File: config.mk
export PLATFORM = sky130hd
export DESIGN_NAME = fetch_unit
export DESIGN_NICKNAME = d
export VERILOG_FILES = /design/src/rtl/fetch_unit_pkg.sv /design/src/rtl/fetch_queue.sv /design/src/rtl/fetch_unit.sv
export SDC_FILE = /design/constraint.sdc
export NUM_CORES = 1
export LEC_CHECK = 0
export CAP_MARGIN = 20
export CORE_MARGIN = 2
export CORE_UTILIZATION = 53
export CTS_BUF_LIST = sky130_fd_sc_hd__clkbuf_16
export DETAILED_ROUTE_END_ITERATION = 12
export GPL_ROUTABILITY_DRIVEN = 0
export HOLD_SLACK_MARGIN = 0.03
export PLACE_DENSITY = 0.77
export SYNTH_ARGS = -nofsm -noshare
export SYNTH_HDL_FRONTEND = slang
export SYNTH_SLANG_ARGS = --single-unit
File: constraint.sdc
create_clock -name clock_i -period 5.1 [get_ports clock_i]
set_input_delay 1.02 -clock clock_i [delete_from_list [all_inputs] [get_ports clock_i]]
set_output_delay 1.02 -clock clock_i [all_outputs]
set_load 0.03 [all_outputs]
File: src/rtl/fetch_unit_pkg.sv
// rtl/fetch_unit_pkg.sv - shared state encoding, widths and PC fix-up helper for the fetch stage
package fetch_unit_pkg;

  localparam int ADDR_W  = 64;
  localparam int INSTR_W = 32;

  typedef enum logic [1:0] {
    FETCH = 2'd0,
    WAIT  = 2'd1,
    DRAIN = 2'd2
  } fetch_state_e;

  // Addresses are numbered MSB-first: [ADDR_W-2:ADDR_W-1] are the two LSBs,
  // [0:ADDR_W-33] is the upper word cleared in 32-bit mode.
  function automatic logic [0:ADDR_W-1] fix_pc(input logic [0:ADDR_W-1] pc,
                                               input logic              is_64,
                                               input logic              align);
    logic [0:ADDR_W-1] r;
    r = pc;
    if (align) r[ADDR_W-2:ADDR_W-1] = 2'b00;
    if (!is_64) r[0:ADDR_W-33] = '0;
    return r;
  endfunction

endpackage

File: src/rtl/fetch_queue.sv
// rtl/fetch_queue.sv - synchronous FIFO holding {address, instruction} entries for the decoder
module fetch_queue #(
  parameter int WIDTH = 96,
  parameter int DEPTH = 4
) (
  input  logic                    clock_i,
  input  logic                    reset_i,
  input  logic                    push,
  input  logic                    pop,
  input  logic                    clear,
  input  logic [WIDTH-1:0]        wdata,
  output logic [WIDTH-1:0]        rdata,
  output logic                    full,
  output logic                    empty,
  output logic [$clog2(DEPTH):0]  count
);

  localparam int PTR_W = $clog2(DEPTH);
  localparam int CNT_W = PTR_W + 1;

  logic [WIDTH-1:0] mem [DEPTH];
  logic [PTR_W-1:0] rd_ptr;
  logic [PTR_W-1:0] wr_ptr;
  logic             do_push;
  logic             do_pop;

  assign empty   = (count == '0);
  assign full    = (count == CNT_W'(DEPTH));
  assign do_pop  = pop && !empty;
  assign do_push = push && !full;
  assign rdata   = mem[rd_ptr];

  always_ff @(posedge clock_i or posedge reset_i) begin
    if (reset_i) begin
      rd_ptr <= '0;
      wr_ptr <= '0;
      count  <= '0;
    end else if (clear) begin
      rd_ptr <= '0;
      wr_ptr <= '0;
      count  <= '0;
    end else begin
      if (do_push) wr_ptr <= wr_ptr + PTR_W'(1);
      if (do_pop)  rd_ptr <= rd_ptr + PTR_W'(1);
      case ({do_push, do_pop})
        2'b10:   count <= count + CNT_W'(1);
        2'b01:   count <= count - CNT_W'(1);
        default: count <= count;
      endcase
    end
  end

  always_ff @(posedge clock_i) begin
    if (do_push) mem[wr_ptr] <= wdata;
  end

endmodule

File: src/rtl/fetch_unit.sv
// rtl/fetch_unit.sv - sequential instruction fetch with req/ack memory handshake, redirect and flush
module fetch_unit
  import fetch_unit_pkg::*;
#(
  parameter int                      addressWidth = ADDR_W,
  parameter int                      instrWidth   = INSTR_W,
  parameter logic [0:addressWidth-1] resetVector  = '0,
  parameter int                      queueDepth   = 4
) (
  input  logic                    clock_i,
  input  logic                    reset_i,
  input  logic                    stall_i,
  input  logic                    is64Bit_i,
  input  logic                    isBranching_i,
  input  logic [0:addressWidth-1] branchPC_i,
  output logic                    memReq_o,
  output logic [0:addressWidth-1] memAddr_o,
  input  logic                    memAck_i,
  input  logic [0:instrWidth-1]   memData_i,
  output logic                    instrValid_o,
  output logic [0:instrWidth-1]   instruction_o,
  output logic [0:addressWidth-1] instructionAddress_o,
  output logic                    flush_o
);

  localparam int E_W   = addressWidth + instrWidth;
  localparam int CNT_W = $clog2(queueDepth) + 1;

  fetch_state_e            state_q;
  fetch_state_e            state_d;
  logic [0:addressWidth-1] fetch_pc_q;
  logic [0:addressWidth-1] req_addr_q;
  logic                    flush_q;
  logic                    mem_req;
  logic                    issue;
  logic                    push;
  logic                    pop;
  logic [E_W-1:0]          q_wdata;
  logic [E_W-1:0]          q_rdata;
  logic                    q_full;
  logic                    q_empty;
  logic [CNT_W-1:0]        q_count;

  always_ff @(posedge clock_i or posedge reset_i) begin
    if (reset_i) state_q <= FETCH;
    else         state_q <= state_d;
  end

  always_comb begin
    state_d = state_q;
    case (state_q)
      FETCH:   if (issue) state_d = WAIT;
      WAIT: begin
        if (memAck_i)           state_d = FETCH;
        else if (isBranching_i) state_d = DRAIN;
      end
      DRAIN:   if (memAck_i) state_d = FETCH;
      default: state_d = FETCH;
    endcase
  end

  // Only FETCH issues, so nothing is outstanding there and the live count is the reservation.
  always_comb begin
    mem_req = 1'b0;
    issue   = 1'b0;
    push    = 1'b0;
    case (state_q)
      FETCH: issue = !isBranching_i && (q_count < CNT_W'(queueDepth));
      WAIT: begin
        mem_req = 1'b1;
        push    = memAck_i && !isBranching_i && !q_full;
      end
      DRAIN:   mem_req = 1'b1;
      default: mem_req = 1'b0;
    endcase
  end

  always_ff @(posedge clock_i or posedge reset_i) begin
    if (reset_i) begin
      fetch_pc_q <= resetVector;
      req_addr_q <= '0;
      flush_q    <= 1'b0;
    end else begin
      flush_q <= isBranching_i;
      if (isBranching_i)
        fetch_pc_q <= fix_pc(branchPC_i, is64Bit_i, 1'b1);
      else if (push)
        fetch_pc_q <= fix_pc(fetch_pc_q + addressWidth'(4), is64Bit_i, 1'b0);
      if (issue)
        req_addr_q <= fetch_pc_q;
    end
  end

  assign pop     = instrValid_o && !stall_i;
  assign q_wdata = {req_addr_q, memData_i};

  fetch_queue #(
    .WIDTH (E_W),
    .DEPTH (queueDepth)
  ) u_queue (
    .clock_i (clock_i),
    .reset_i (reset_i),
    .push    (push),
    .pop     (pop),
    .clear   (isBranching_i),
    .wdata   (q_wdata),
    .rdata   (q_rdata),
    .full    (q_full),
    .empty   (q_empty),
    .count   (q_count)
  );

  assign memReq_o             = mem_req;
  assign memAddr_o            = mem_req ? req_addr_q : '0;
  assign flush_o              = flush_q;
  assign instrValid_o         = !q_empty;
  assign instruction_o        = q_empty ? '0 : q_rdata[instrWidth-1:0];
  assign instructionAddress_o = q_empty ? '0 : q_rdata[E_W-1:instrWidth];

endmodule

==> results of run 1 <==
## metal layers
metal  track usage, %  vias to the layer above  wire, um  part of all wire (%)
li1                 -                     5660         -                     -
met1             32.1                     6491     20100                    41
met2             39.2                      526     24300                    49
met3             6.21                       86      4040                   8.2
met4             5.86                        6      1040                   2.1
met5                0                        -        37                 0.075
## path summary, 6_finish.rpt
kind / start / to / slack, ps / cells past startpoint
setup / recovery: u_queue.rd_ptr[0]$_DFFE_PP0P_ / instructionAddress_o[31] / 900 / 4
hold / removal: req_addr_q[61]$_DFFE_PP0P_ / u_queue.mem[3][34]$_DFFE_PP_ / 520 / 0
setup reg to reg: state_q[1]$_DFFE_PP0P_ / u_queue.mem[2][4]$_DFFE_PP_ / 2150 / 7
hold reg to reg: req_addr_q[61]$_DFFE_PP0P_ / u_queue.mem[3][34]$_DFFE_PP_ / 520 / 0
max in group asynchronous: reset_i / req_addr_q[59]$_DFFE_PP0P_ / 3080 / 3
min in group asynchronous: reset_i / req_addr_q[45]$_DFFE_PP0P_ / 1010 / 2
## cell usage after synthesis, types with 3 or more instances
cell	count
sky130_fd_sc_hd__nand2_1	66
sky130_fd_sc_hd__nor2b_1	96
sky130_fd_sc_hd__buf_2	3
sky130_fd_sc_hd__clkbuf_8	3
sky130_fd_sc_hd__mux2i_1	20
sky130_fd_sc_hd__a211oi_1	3
sky130_fd_sc_hd__mux4_2	94
sky130_fd_sc_hd__and3_1	13
sky130_fd_sc_hd__nand3_1	28
sky130_fd_sc_hd__a21oi_1	15
sky130_fd_sc_hd__edfxtp_1	376
sky130_fd_sc_hd__and2_1	71
sky130_fd_sc_hd__nor4_1	11
sky130_fd_sc_hd__mux2_2	63
sky130_fd_sc_hd__nand4_1	30
sky130_fd_sc_hd__a221o_1	3
sky130_fd_sc_hd__nor3b_1	5
sky130_fd_sc_hd__nand2b_1	3
sky130_fd_sc_hd__ha_1	8
sky130_fd_sc_hd__a21o_1	3
sky130_fd_sc_hd__xor2_1	22
sky130_fd_sc_hd__or4_1	4
sky130_fd_sc_hd__buf_4	5
sky130_fd_sc_hd__o21ai_0	57
sky130_fd_sc_hd__inv_1	9
sky130_fd_sc_hd__clkbuf_1	55
sky130_fd_sc_hd__and4_1	5
sky130_fd_sc_hd__xnor2_1	12
sky130_fd_sc_hd__dfrtp_1	134
sky130_fd_sc_hd__o211a_1	3
sky130_fd_sc_hd__nor2_1	41
sky130_fd_sc_hd__buf_1	13
sky130_fd_sc_hd__a22oi_1	18
sky130_fd_sc_hd__a31oi_1	3
sky130_fd_sc_hd__nand3b_1	4
sky130_fd_sc_hd__nor3_1	19
## area by class of cell
type	instances	area [um2]
inverter	9	38.8
clock inverter	38	168
clock buffer	56	1400
antenna	5	12.5
multi-input combinational	748	6480
sequential	510	14700
timing repair buffer	282	2850
tap	525	657
fill	2779	13700
## state kept, by name (all words and copies together) (netlist names)
signal	count
u_queue.count	3
fetch_pc_q	62
flush_o	1
u_queue.wr_ptr	2
state_q	2
req_addr_q	62
u_queue.rd_ptr	2
u_queue.mem	376
## logic make-up after synthesis
logic type	count (synthesis)	share of synthesized area, %
and+or+nand+nor	405	10.5
other	1	0.0174
AOI/OAI and AO/OA	119	3.45
xor gates and xnor gates	34	1.38
buffers and inverters	91	1.94
adders and majority gates	9	0.558
muxes	177	14.1
DFF	510	68.1
## where the power goes
part           leakage (nW)  internal [mW]  switching, mW
logic                  3.15           2.40           2.98
clock network         0.852           1.96           1.51
registers              5.09           5.19          0.648
total                  9.09           9.55           5.14
==> summary.log, run 1 <==
[clock_tree] # clock sinks 510
[place] worst slack after detailed placement 1260 ps
[critical_path] crit-path cells buf_12 -> mux4_2 -> nor2b_1 -> clkdlybuf4s50_1
[detailed_routing] sum of routed wire length over all layers 49,500 um
[detailed_routing] remaining design rule violation count 0
[critical_path] Critical Path Max Stage Delay 830 ps
[clock_tree] CTS tree yes
[die] core region area 39,900 um2
[power_and_ir_drop] static leakage 9.09 nW
[timing] final slew viol count 0
[power_and_ir_drop] Max rail drop VDD 527 uV
[yosys] async set-or-reset flop fraction in the synthesized netlist 26.3%
[clock_tree] clock edge transition at the registers on the reported setup and hold paths 60 ps
[cells_and_area] P&R area growth vs syn 22.1%
[yosys] area share of the largest cell type after synthesis 52.5%
[yosys] post-synthesis cell area 21,500 um2
[place] total placed instance area 24,700 um2
[clock_tree] Clk Latency, worst-skew pair 590 ps
[timing] Setup Total Neg Slack 0 ps
[critical_path] kind of start point of the critical path flop
[timing] headroom to the max-slew limit 31.0%
[power_and_ir_drop] power density over the cells 559 nW/um2
[timing] Max Clock Freq 238 MHz
[yosys] number of unique standard cell types used by synthesis 61
[timing] final critical path time including I/O delays and setup 4200 ps
[timing] number of hold violations in the final report 0
[clock_tree] Post CTS Setup Buffer Count 0
[clock_tree] TritonCTS buffer count 51
[clock_tree] hold_buf cts 0
[cells_and_area] post-layout net count 1,713
[run] total of max-cap violations 0
[cells_and_area] final cell count without fillers 2,173
[timing] final cycle utilization of the critical path 82.4%
[place] number of port buffers 258
[detailed_routing] Routed WL per cell 22.8 um
[yosys] register bit count reported by yosys 510
[cells_and_area] final standard cell utilization of the core 65.8%
[timing] transition time at the pin with the least slew margin 1030 ps
[yosys] biggest area consumer among synthesized cells sky130_fd_sc_hd__edfxtp_1
[critical_path] arrival time at the worst endpoint 3180 ps
[yosys] top flip-flop cell by instance count after synthesis sky130_fd_sc_hd__edfxtp_1
[grt] GRT Overall Usage 23.9%
[clock_tree] level count of the clock H-tree 2
[detailed_routing] 1st-iter DRT viols 1,051
[run_status] outcome complete, no violations
[power_and_ir_drop] total power consumption of the routed design 14.7 mW
[detailed_routing] Avg Vias per Cell 5.88
[critical_path] required time worst endpoint 4080 ps
[timing] Clock Skews 36.7 ps
[detailed_routing] post-route antenna net violation count 0
[timing] unrepaired setup endpoints after global routing no
[yosys] sequential cell area fraction in the yosys report 68.1%
[worst_hold_path] hold crit path type flop to flop
[die] Die Span Y 205 um
[grt] pin count of the biggest net entering global routing 103
[cells_and_area] most common cell after layout, fill and taps aside sky130_fd_sc_hd__edfxtp_1
[critical_path] critical path start-end classification flop to output port
[cells_and_area] share of cells above drive strength 1 16.4%
[grt] number of antenna violations at the first check in global routing 8
[yosys] count of flip-flops with a built-in enable after synthesis 376
[clock_tree] Resized cells post-CTS 0
[timing] final setup margin 896 ps
[critical_path] crit path max-delay cell type sky130_fd_sc_hd__dfrtp_4
[detailed_routing] overall via count from detail_route 12,800
[critical_path] family of cells with the greatest summed delay on the critical path buffers and inverters
[die] die area 42,200 um2
[clock_tree] Max clock buf depth 3
[cells_and_area] post-route design area 26,300 um2
[die] Site Rows 73
[critical_path] buffering stage count on the worst path with inverters included 2
[yosys] Avg Inst Size Synth 16.0 um2
[grt] via count of the first global-routing pass 13,000
[place] hpwl dp 31,100 um
[grt] overflow left after global routing 0
[clock_tree] root buffer selected by CTS sky130_fd_sc_hd__clkbuf_16
[grt] first-pass GRT wire length 75,500 um
[timing] total setup violations reported at the end of the flow 0
[yosys] Post-Syn Instances 1,346
[die] number of top-level design ports 265
[critical_path] Worst Setup End Kind output port
[timing] final worst hold slack 518 ps
[place] count of placed standard cells including taps 2,074
[die] initial standard-cell utilization of the core 53.9%
[die] die outline width 205 um
[yosys] Yosys warning count 0
[critical_path] maximum fanout along the worst path 33
[yosys] dominant cells by area after synthesis sky130_fd_sc_hd__edfxtp_1 52%, sky130_fd_sc_hd__dfrtp_1 16%, sky130_fd_sc_hd__mux4_2 9.8%, sky130_fd_sc_hd__mux2_2 3.3%, sky130_fd_sc_hd__nor2b_1 2.8%
[detailed_routing] number of iterations in the first detailed-routing pass 5
[cells_and_area] leading cell types in the layout, fill and taps excluded 376 x sky130_fd_sc_hd__edfxtp_1, 257 x sky130_fd_sc_hd__clkdlybuf4s50_1, 132 x sky130_fd_sc_hd__dfrtp_1
Note: power is estimated with default switching activity, not from simulation.
==> run 2: changes to the inputs <==
--- a/config.mk
+++ b/config.mk
@@ -7,12 +7,12 @@
 export LEC_CHECK = 0
 export CAP_MARGIN = 20
 export CORE_MARGIN = 2
-export CORE_UTILIZATION = 53
+export CORE_UTILIZATION = 50
 export CTS_BUF_LIST = sky130_fd_sc_hd__clkbuf_16
 export DETAILED_ROUTE_END_ITERATION = 12
 export GPL_ROUTABILITY_DRIVEN = 0
 export HOLD_SLACK_MARGIN = 0.03
-export PLACE_DENSITY = 0.77
+export PLACE_DENSITY = 0.76
 export SYNTH_ARGS = -nofsm -noshare
 export SYNTH_HDL_FRONTEND = slang
 export SYNTH_SLANG_ARGS = --single-unit
==> constraint.sdc (replaced) <==
create_clock -name clock_i -period 3.4 [get_ports clock_i]
set_input_delay 0.68 -clock clock_i [delete_from_list [all_inputs] [get_ports clock_i]]
set_output_delay 0.68 -clock clock_i [all_outputs]
set_load 0.03 [all_outputs]
==> summary.log, run 2 (same netlist as run 1, synthesis figures left out) <==
[run_status] outcome complete, no violations [unchanged]
[critical_path] arrival time at the worst endpoint 2650 ps [was 3180 ps]
[critical_path] R2R Setup Slk 760 ps [was 2150 ps]
[grt] number of antenna violations at the first check in global routing 7 [was 8]
[clock_tree] Resized cells post-CTS 52 [was 0]
[die] die area 44,700 um2 [was 42,200 um2]
[cells_and_area] most common cell after layout, fill and taps aside sky130_fd_sc_hd__edfxtp_1 [unchanged]
[critical_path] critical path start-end classification flop to output port [unchanged]
[critical_path] crit path max-delay cell type sky130_fd_sc_hd__clkdlybuf4s50_1 [was sky130_fd_sc_hd__dfrtp_4]
[grt] GRT Overall Usage 23.0% [was 23.9%]
[detailed_routing] post-route antenna net violation count 0 [unchanged]
[timing] headroom to the max-slew limit 44.1% [was 31.0%]
[detailed_routing] remaining design rule violation count 0 [unchanged]
[clock_tree] TritonCTS buffer count 51 [unchanged]
[cells_and_area] post-layout net count 1,729 [was 1,713]
[critical_path] Critical Path Max Stage Delay 600 ps [was 830 ps]
[timing] number of hold violations in the final report 0 [unchanged]
[detailed_routing] overall via count from detail_route 12,800 [about the same]
[place] count of placed standard cells including taps 2,104 [was 2,074]
[cells_and_area] post-route design area 26,600 um2 [was 26,300 um2]
[grt] via count of the first global-routing pass 13,300 [was 13,000]
[die] die outline width 211 um [was 205 um]
[place] hpwl dp 32,000 um [was 31,100 um]
[timing] final setup margin 69.9 ps [was 896 ps]
[critical_path] Worst Setup End Kind output port [unchanged]
[cells_and_area] share of cells above drive strength 1 17.7% [was 16.4%]
[clock_tree] # clock sinks 510 [unchanged]
[grt] first-pass GRT wire length 77,500 um [was 75,500 um]
[clock_tree] Max clock buf depth 3 [unchanged]
[cells_and_area] number of antenna diodes 0 [was 5]
[cells_and_area] P&R area growth vs syn 23.9% [was 22.1%]
[power_and_ir_drop] Max rail drop VDD 498 uV [was 527 uV]
[grt] overflow left after global routing 0 [unchanged]
[cells_and_area] register name with the most flops u_queue.mem [unchanged]
[run] total of max-cap violations 0 [unchanged]
[detailed_routing] number of iterations in the first detailed-routing pass 5 [unchanged]
[timing] final slew viol count 0 [unchanged]
[place] total placed instance area 25,000 um2 [was 24,700 um2]
[timing] final cycle utilization of the critical path 97.9%
[clock_tree] clock edge transition at the registers on the reported setup and hold paths 60 ps [about the same]
[critical_path] kind of start point of the critical path flop [unchanged]
[die] initial standard-cell utilization of the core 50.9% [was 53.9%]
[critical_path] crit-path cells buf_16 -> mux4_2 -> nor2b_1 -> clkdlybuf4s50_1 [was buf_12 -> mux4_2 -> nor2b_1 -> clkdlybuf4s50_1]
[timing] Max Clock Freq 300 MHz
[detailed_routing] sum of routed wire length over all layers 50,600 um [was 49,500 um]
[detailed_routing] 1st-iter DRT viols 1,119 [was 1,051]
[die] Site Rows 75 [was 73]
[worst_hold_path] hold crit path type input pin to asynchronous set/reset pin [was flop to flop]
[timing] transition time at the pin with the least slew margin 838 ps [was 1030 ps]
[cells_and_area] leading cell types in the layout, fill and taps excluded 376 x sky130_fd_sc_hd__edfxtp_1, 163 x sky130_fd_sc_hd__clkdlybuf4s50_1, 132 x sky130_fd_sc_hd__dfrtp_1 [was 376 x sky130_fd_sc_hd__edfxtp_1, 257 x sky130_fd_sc_hd__clkdlybuf4s50_1, 132 x sky130_fd_sc_hd__dfrtp_1]
[clock_tree] Post CTS Setup Buffer Count 0 [unchanged]
[critical_path] family of cells with the greatest summed delay on the critical path buffers and inverters [unchanged]
[place] worst slack after detailed placement 556 ps [was 1260 ps]
[cells_and_area] final cell count without fillers 2,199 [was 2,173]
[grt] pin count of the biggest net entering global routing 91 [was 103]
[critical_path] required time worst endpoint 2720 ps [was 4080 ps]
[clock_tree] Clk Latency, worst-skew pair 580 ps [was 590 ps]
[timing] final critical path time including I/O delays and setup 3330 ps
[power_and_ir_drop] power density over the cells 825 nW/um2 [was 559 nW/um2]
[cells_and_area] flip-flop count of the largest register, all copies and words added 376 [unchanged]
[timing] final worst hold slack 468 ps [was 518 ps]
[timing] total setup violations reported at the end of the flow 0 [unchanged]
[die] core region area 42,200 um2 [was 39,900 um2]
[cells_and_area] registers with the highest flip-flop counts u_queue.mem (376), fetch_pc_q (62), req_addr_q (62) [unchanged]
[cells_and_area] final standard cell utilization of the core 63.1% [was 65.8%]
[place] number of port buffers 258 [unchanged]
[die] Die Span Y 211 um [was 205 um]
[timing] Clock Skews 15.1 ps [was 36.7 ps]
[timing] Setup Total Neg Slack 0 ps [unchanged]
[critical_path] maximum fanout along the worst path 29 [was 33]
[power_and_ir_drop] total power consumption of the routed design 22.0 mW [was 14.7 mW]
[power_and_ir_drop] static leakage 10.1 nW [was 9.09 nW]
[detailed_routing] Routed WL per cell 23.0 um [was 22.8 um]
[clock_tree] CTS tree yes [unchanged]
[clock_tree] level count of the clock H-tree 2 [unchanged]
[critical_path] buffering stage count on the worst path with inverters included 2 [unchanged]
[detailed_routing] Avg Vias per Cell 5.83 [was 5.88]
[clock_tree] hold_buf cts 0 [unchanged]
[clock_tree] root buffer selected by CTS sky130_fd_sc_hd__clkbuf_16 [unchanged]
[die] number of top-level design ports 265 [unchanged]
[timing] unrepaired setup endpoints after global routing yes [was no]
## run 2: cell type report
type,count,area (um2)
Clock buffer,55,1380
Clock inverter,40,235
Fill cell,3092,15600
Inverter,9,37.5
Multi-Input combinational cell,748,6480
Sequential cell,510,14700
Tap cell,539,674
Timing Repair Buffer,298,3190
## run 2: metal layers
layer | track usage (%) | routed length [um] | part of all wire (%)
met5 | 0 | 88 | 0.17
met4 | 6.34 | 1250 | 2.5
met3 | 5.92 | 3900 | 7.7
met2 | 38.1 | 24800 | 49
met1 | 30.4 | 20600 | 41
## run 2: worst paths after layout
kind / end / startpoint / depth (start not counted)
max reg2reg: fetch_pc_q[8]$_DFFE_PP0N_ / fetch_pc_q[27]$_DFFE_PP0N_ / 6
max: instructionAddress_o[3] / u_queue.rd_ptr[0]$_DFFE_PP0P_ / 4
max in group asynchronous: u_queue.rd_ptr[0]$_DFFE_PP0P_ / reset_i / 3
min in group clock_i: flush_o$_DFF_PP0_ / isBranching_i / 1
min reg2reg: u_queue.mem[0][45]$_DFFE_PP_ / req_addr_q[50]$_DFFE_PP0P_ / 0
min: req_addr_q[6]$_DFFE_PP0P_ / reset_i / 2
## run 2: where the power goes
group | internal (mW) | switching, mW
Combinational | 3.41 | 4.58
Clock | 3.06 | 2.30
Sequential | 7.79 | 0.853
Total | 14.3 | 7.73
==> run 3: changes to the inputs <==
--- a/config.mk
+++ b/config.mk
@@ -7,12 +7,13 @@
 export LEC_CHECK = 0
 export CAP_MARGIN = 20
 export CORE_MARGIN = 2
-export CORE_UTILIZATION = 50
+export CORE_UTILIZATION = 53
 export CTS_BUF_LIST = sky130_fd_sc_hd__clkbuf_16
 export DETAILED_ROUTE_END_ITERATION = 12
 export GPL_ROUTABILITY_DRIVEN = 0
 export HOLD_SLACK_MARGIN = 0.03
-export PLACE_DENSITY = 0.76
+export PLACE_DENSITY = 0.77
+export SETUP_SLACK_MARGIN = 0.1
 export SYNTH_ARGS = -nofsm -noshare
 export SYNTH_HDL_FRONTEND = slang
 export SYNTH_SLANG_ARGS = --single-unit
==> constraint.sdc (replaced) <==
create_clock -name clock_i -period 3.9 [get_ports clock_i]
set_input_delay 0.78 -clock clock_i [delete_from_list [all_inputs] [get_ports clock_i]]
set_output_delay 0.78 -clock clock_i [all_outputs]
set_load 0.03 [all_outputs]
==> summary.log, run 3 (same netlist as run 1, synthesis figures left out) <==
[run_status] outcome complete, no violations [unchanged]
[grt] via count of the first global-routing pass 13,000 [was 13,300]
[cells_and_area] P&R area growth vs syn 23.7% [was 23.9%]
[timing] final setup margin 291 ps [was 69.9 ps]
[critical_path] Worst Setup End Kind output port [unchanged]
[critical_path] arrival time at the worst endpoint 2830 ps [was 2650 ps]
[critical_path] endpoint of the worst register-to-register path fetch_pc_q[8]$_DFFE_PP0N_ [unchanged]
[timing] transition time at the pin with the least slew margin 800 ps [was 838 ps]
[cells_and_area] most common cell after layout, fill and taps aside sky130_fd_sc_hd__edfxtp_1 [unchanged]
[critical_path] R2R Setup Slk 1110 ps [was 760 ps]
[die] Site Rows 73 [was 75]
[die] initial standard-cell utilization of the core 53.9% [was 50.9%]
[critical_path] reg2reg path depth 6 [unchanged]
[timing] unrepaired setup endpoints after global routing no [was yes]
[timing] number of hold violations in the final report 0 [unchanged]
[clock_tree] Max clock buf depth 3 [unchanged]
[cells_and_area] registers with the highest flip-flop counts u_queue.mem (376), fetch_pc_q (62), req_addr_q (62) [unchanged]
[power_and_ir_drop] power density over the cells 741 nW/um2 [was 825 nW/um2]
[cells_and_area] fillers 2,670 [was 3,092]
[clock_tree] Clk Latency, worst-skew pair 600 ps [was 580 ps]
[critical_path] required time worst endpoint 3120 ps [was 2720 ps]
[place] number of port buffers 258 [unchanged]
[clock_tree] level count of the clock H-tree 2 [unchanged]
[timing] Max Clock Freq 277 MHz
[critical_path] critical register-to-register path startpoint fetch_pc_q[59]$_DFFE_PP0N_ [was fetch_pc_q[27]$_DFFE_PP0N_]
[clock_tree] clock edge transition at the registers on the reported setup and hold paths 60 ps [about the same]
[cells_and_area] final cell count without fillers 2,180 [was 2,199]
[cells_and_area] register name with the most flops u_queue.mem [unchanged]
[cells_and_area] share of cells above drive strength 1 17.2% [was 17.7%]
[detailed_routing] number of iterations in the first detailed-routing pass 7 [was 5]
[timing] total setup violations reported at the end of the flow 0 [unchanged]
[power_and_ir_drop] Max rail drop VDD 587 uV [was 498 uV]
[critical_path] crit-path cells buf_4 -> mux4_2 -> nor2b_1 -> clkdlybuf4s50_1 [was buf_16 -> mux4_2 -> nor2b_1 -> clkdlybuf4s50_1]
[detailed_routing] sum of routed wire length over all layers 50,000 um [was 50,600 um]
[run] total of max-cap violations 0 [unchanged]
[die] die outline width 205 um [was 211 um]
[critical_path] kind of start point of the critical path flop [unchanged]
[worst_hold_path] hold crit path type input pin to asynchronous set/reset pin [unchanged]
[detailed_routing] Routed WL per cell 23.0 um [about the same]
[detailed_routing] remaining design rule violation count 0 [unchanged]
[critical_path] maximum fanout along the worst path 21 [was 29]
[place] hpwl dp 31,500 um [was 32,000 um]
[detailed_routing] 1st-iter DRT viols 1,041 [was 1,119]
[timing] headroom to the max-slew limit 46.7% [was 44.1%]
[timing] Clock Skews 26.4 ps [was 15.1 ps]
[detailed_routing] overall via count from detail_route 12,700 [was 12,800]
[clock_tree] CTS tree yes [unchanged]
[die] number of top-level design ports 265 [unchanged]
[die] Die Span Y 205 um [was 211 um]
[timing] final cycle utilization of the critical path 92.5%
[timing] Setup Total Neg Slack 0 ps [unchanged]
[cells_and_area] post-layout net count 1,722 [was 1,729]
[place] count of placed standard cells including taps 2,081 [was 2,104]
[critical_path] crit path max-delay cell type sky130_fd_sc_hd__clkdlybuf4s50_1 [unchanged]
[critical_path] buffering stage count on the worst path with inverters included 2 [unchanged]
[cells_and_area] leading cell types in the layout, fill and taps excluded 376 x sky130_fd_sc_hd__edfxtp_1, 257 x sky130_fd_sc_hd__clkdlybuf4s50_1, 132 x sky130_fd_sc_hd__dfrtp_1 [was 376 x sky130_fd_sc_hd__edfxtp_1, 163 x sky130_fd_sc_hd__clkdlybuf4s50_1, 132 x sky130_fd_sc_hd__dfrtp_1]
[critical_path] Critical Path Max Stage Delay 660 ps [was 600 ps]
[die] die area 42,200 um2 [was 44,700 um2]
[clock_tree] # clock sinks 510 [unchanged]
[critical_path] family of cells with the greatest summed delay on the critical path buffers and inverters [unchanged]
[clock_tree] root buffer selected by CTS sky130_fd_sc_hd__clkbuf_16 [unchanged]
[timing] final critical path time including I/O delays and setup 3610 ps
[place] worst slack after detailed placement 612 ps [was 556 ps]
[grt] overflow left after global routing 0 [unchanged]
[cells_and_area] flip-flop count of the largest register, all copies and words added 376 [unchanged]
[detailed_routing] post-route antenna net violation count 0 [unchanged]
[grt] number of antenna violations at the first check in global routing 7 [unchanged]
[cells_and_area] final standard cell utilization of the core 66.6% [was 63.1%]
[critical_path] critical path start-end classification flop to output port [unchanged]
[timing] final slew viol count 0 [unchanged]
[power_and_ir_drop] static leakage 9.15 nW [was 10.1 nW]
[grt] first-pass GRT wire length 76,200 um [was 77,500 um]
[clock_tree] TritonCTS buffer count 52 [was 51]
[grt] pin count of the biggest net entering global routing 106 [was 91]
[die] core region area 39,900 um2 [was 42,200 um2]
[detailed_routing] Avg Vias per Cell 5.85 [was 5.83]
[grt] GRT Overall Usage 24.0% [was 23.0%]
==> run 3: where the power goes <==
| group | total [mW] | leakage [nW] | switching, mW | internal (mW) |
|---|---|---|---|---|
| combinational | 7.19 | 3.22 | 4.01 | 3.18 |
| clock | 4.98 | 0.842 | 2.05 | 2.93 |
| sequential | 7.53 | 5.09 | 0.744 | 6.79 |
| total | 19.7 | 9.15 | 6.81 | 12.9 |
==> run 3: how the worst max path moves through the flow <==
stage	slack (ps)	endpoint	cells after the start	start
6_report	290	instructionAddress_o[37]	4	u_queue.rd_ptr[0]$_DFFE_PP0P_
2_1_floorplan	720	u_queue.mem[0][0]$_DFFE_PP_	6	memAck_i
5_1_grt	160	instructionAddress_o[37]	4	u_queue.rd_ptr[0]$_DFFE_PP0P_
3_3_place_gp	650	u_queue.mem[0][79]$_DFFE_PP_	6	memAck_i
3_5_place_dp	610	u_queue.mem[0][79]$_DFFE_PP_	6	memAck_i
4_1_cts	140	instructionAddress_o[35]	4	u_queue.rd_ptr[1]$_DFFE_PP0P_
==> run 3: cell type report <==
cell class	count	area (um2)	area share, %
diodes	2	5.00	0.0188
well taps	525	657	2.47
flip-flops and latches	510	14700	55.1
clock buffers	53	1330	4.99
clock inverters	43	400	1.51
repair buffers	290	3030	11.4
multi-input cells	748	6490	24.4
inverters	9	37.5	0.141
==> run 3: metal layers <==
layer | vias up | track usage (%) | share of wire, %
met5 | - | 0 | 0.13
met4 | 10 | 7.14 | 2.3
met3 | 87 | 5.24 | 7.6
met2 | 479 | 38.6 | 48
met1 | 6506 | 33.2 | 42
li1 | 5666 | - | -
==> run 3: repair_timing <==
action | CTS | global route
setup buffers | 0 | 1
hold buffers | 0 | 0
setup endpoints to repair | 0 | 23
gates resized for setup | 0 | 1
==> run 3: metrics by stage <==
step | power, mW | instance area, um2 | hold slack, ps
finish | 19.7 | 26600 | 471
CTS | 19.9 | 26600 | 451
global route | 20.6 | 26600 | 473
global placement | 14.7 | 24800 | 496
detailed placement | 14.8 | 24800 | 508
floorplan | 11.9 | 21500 | 473
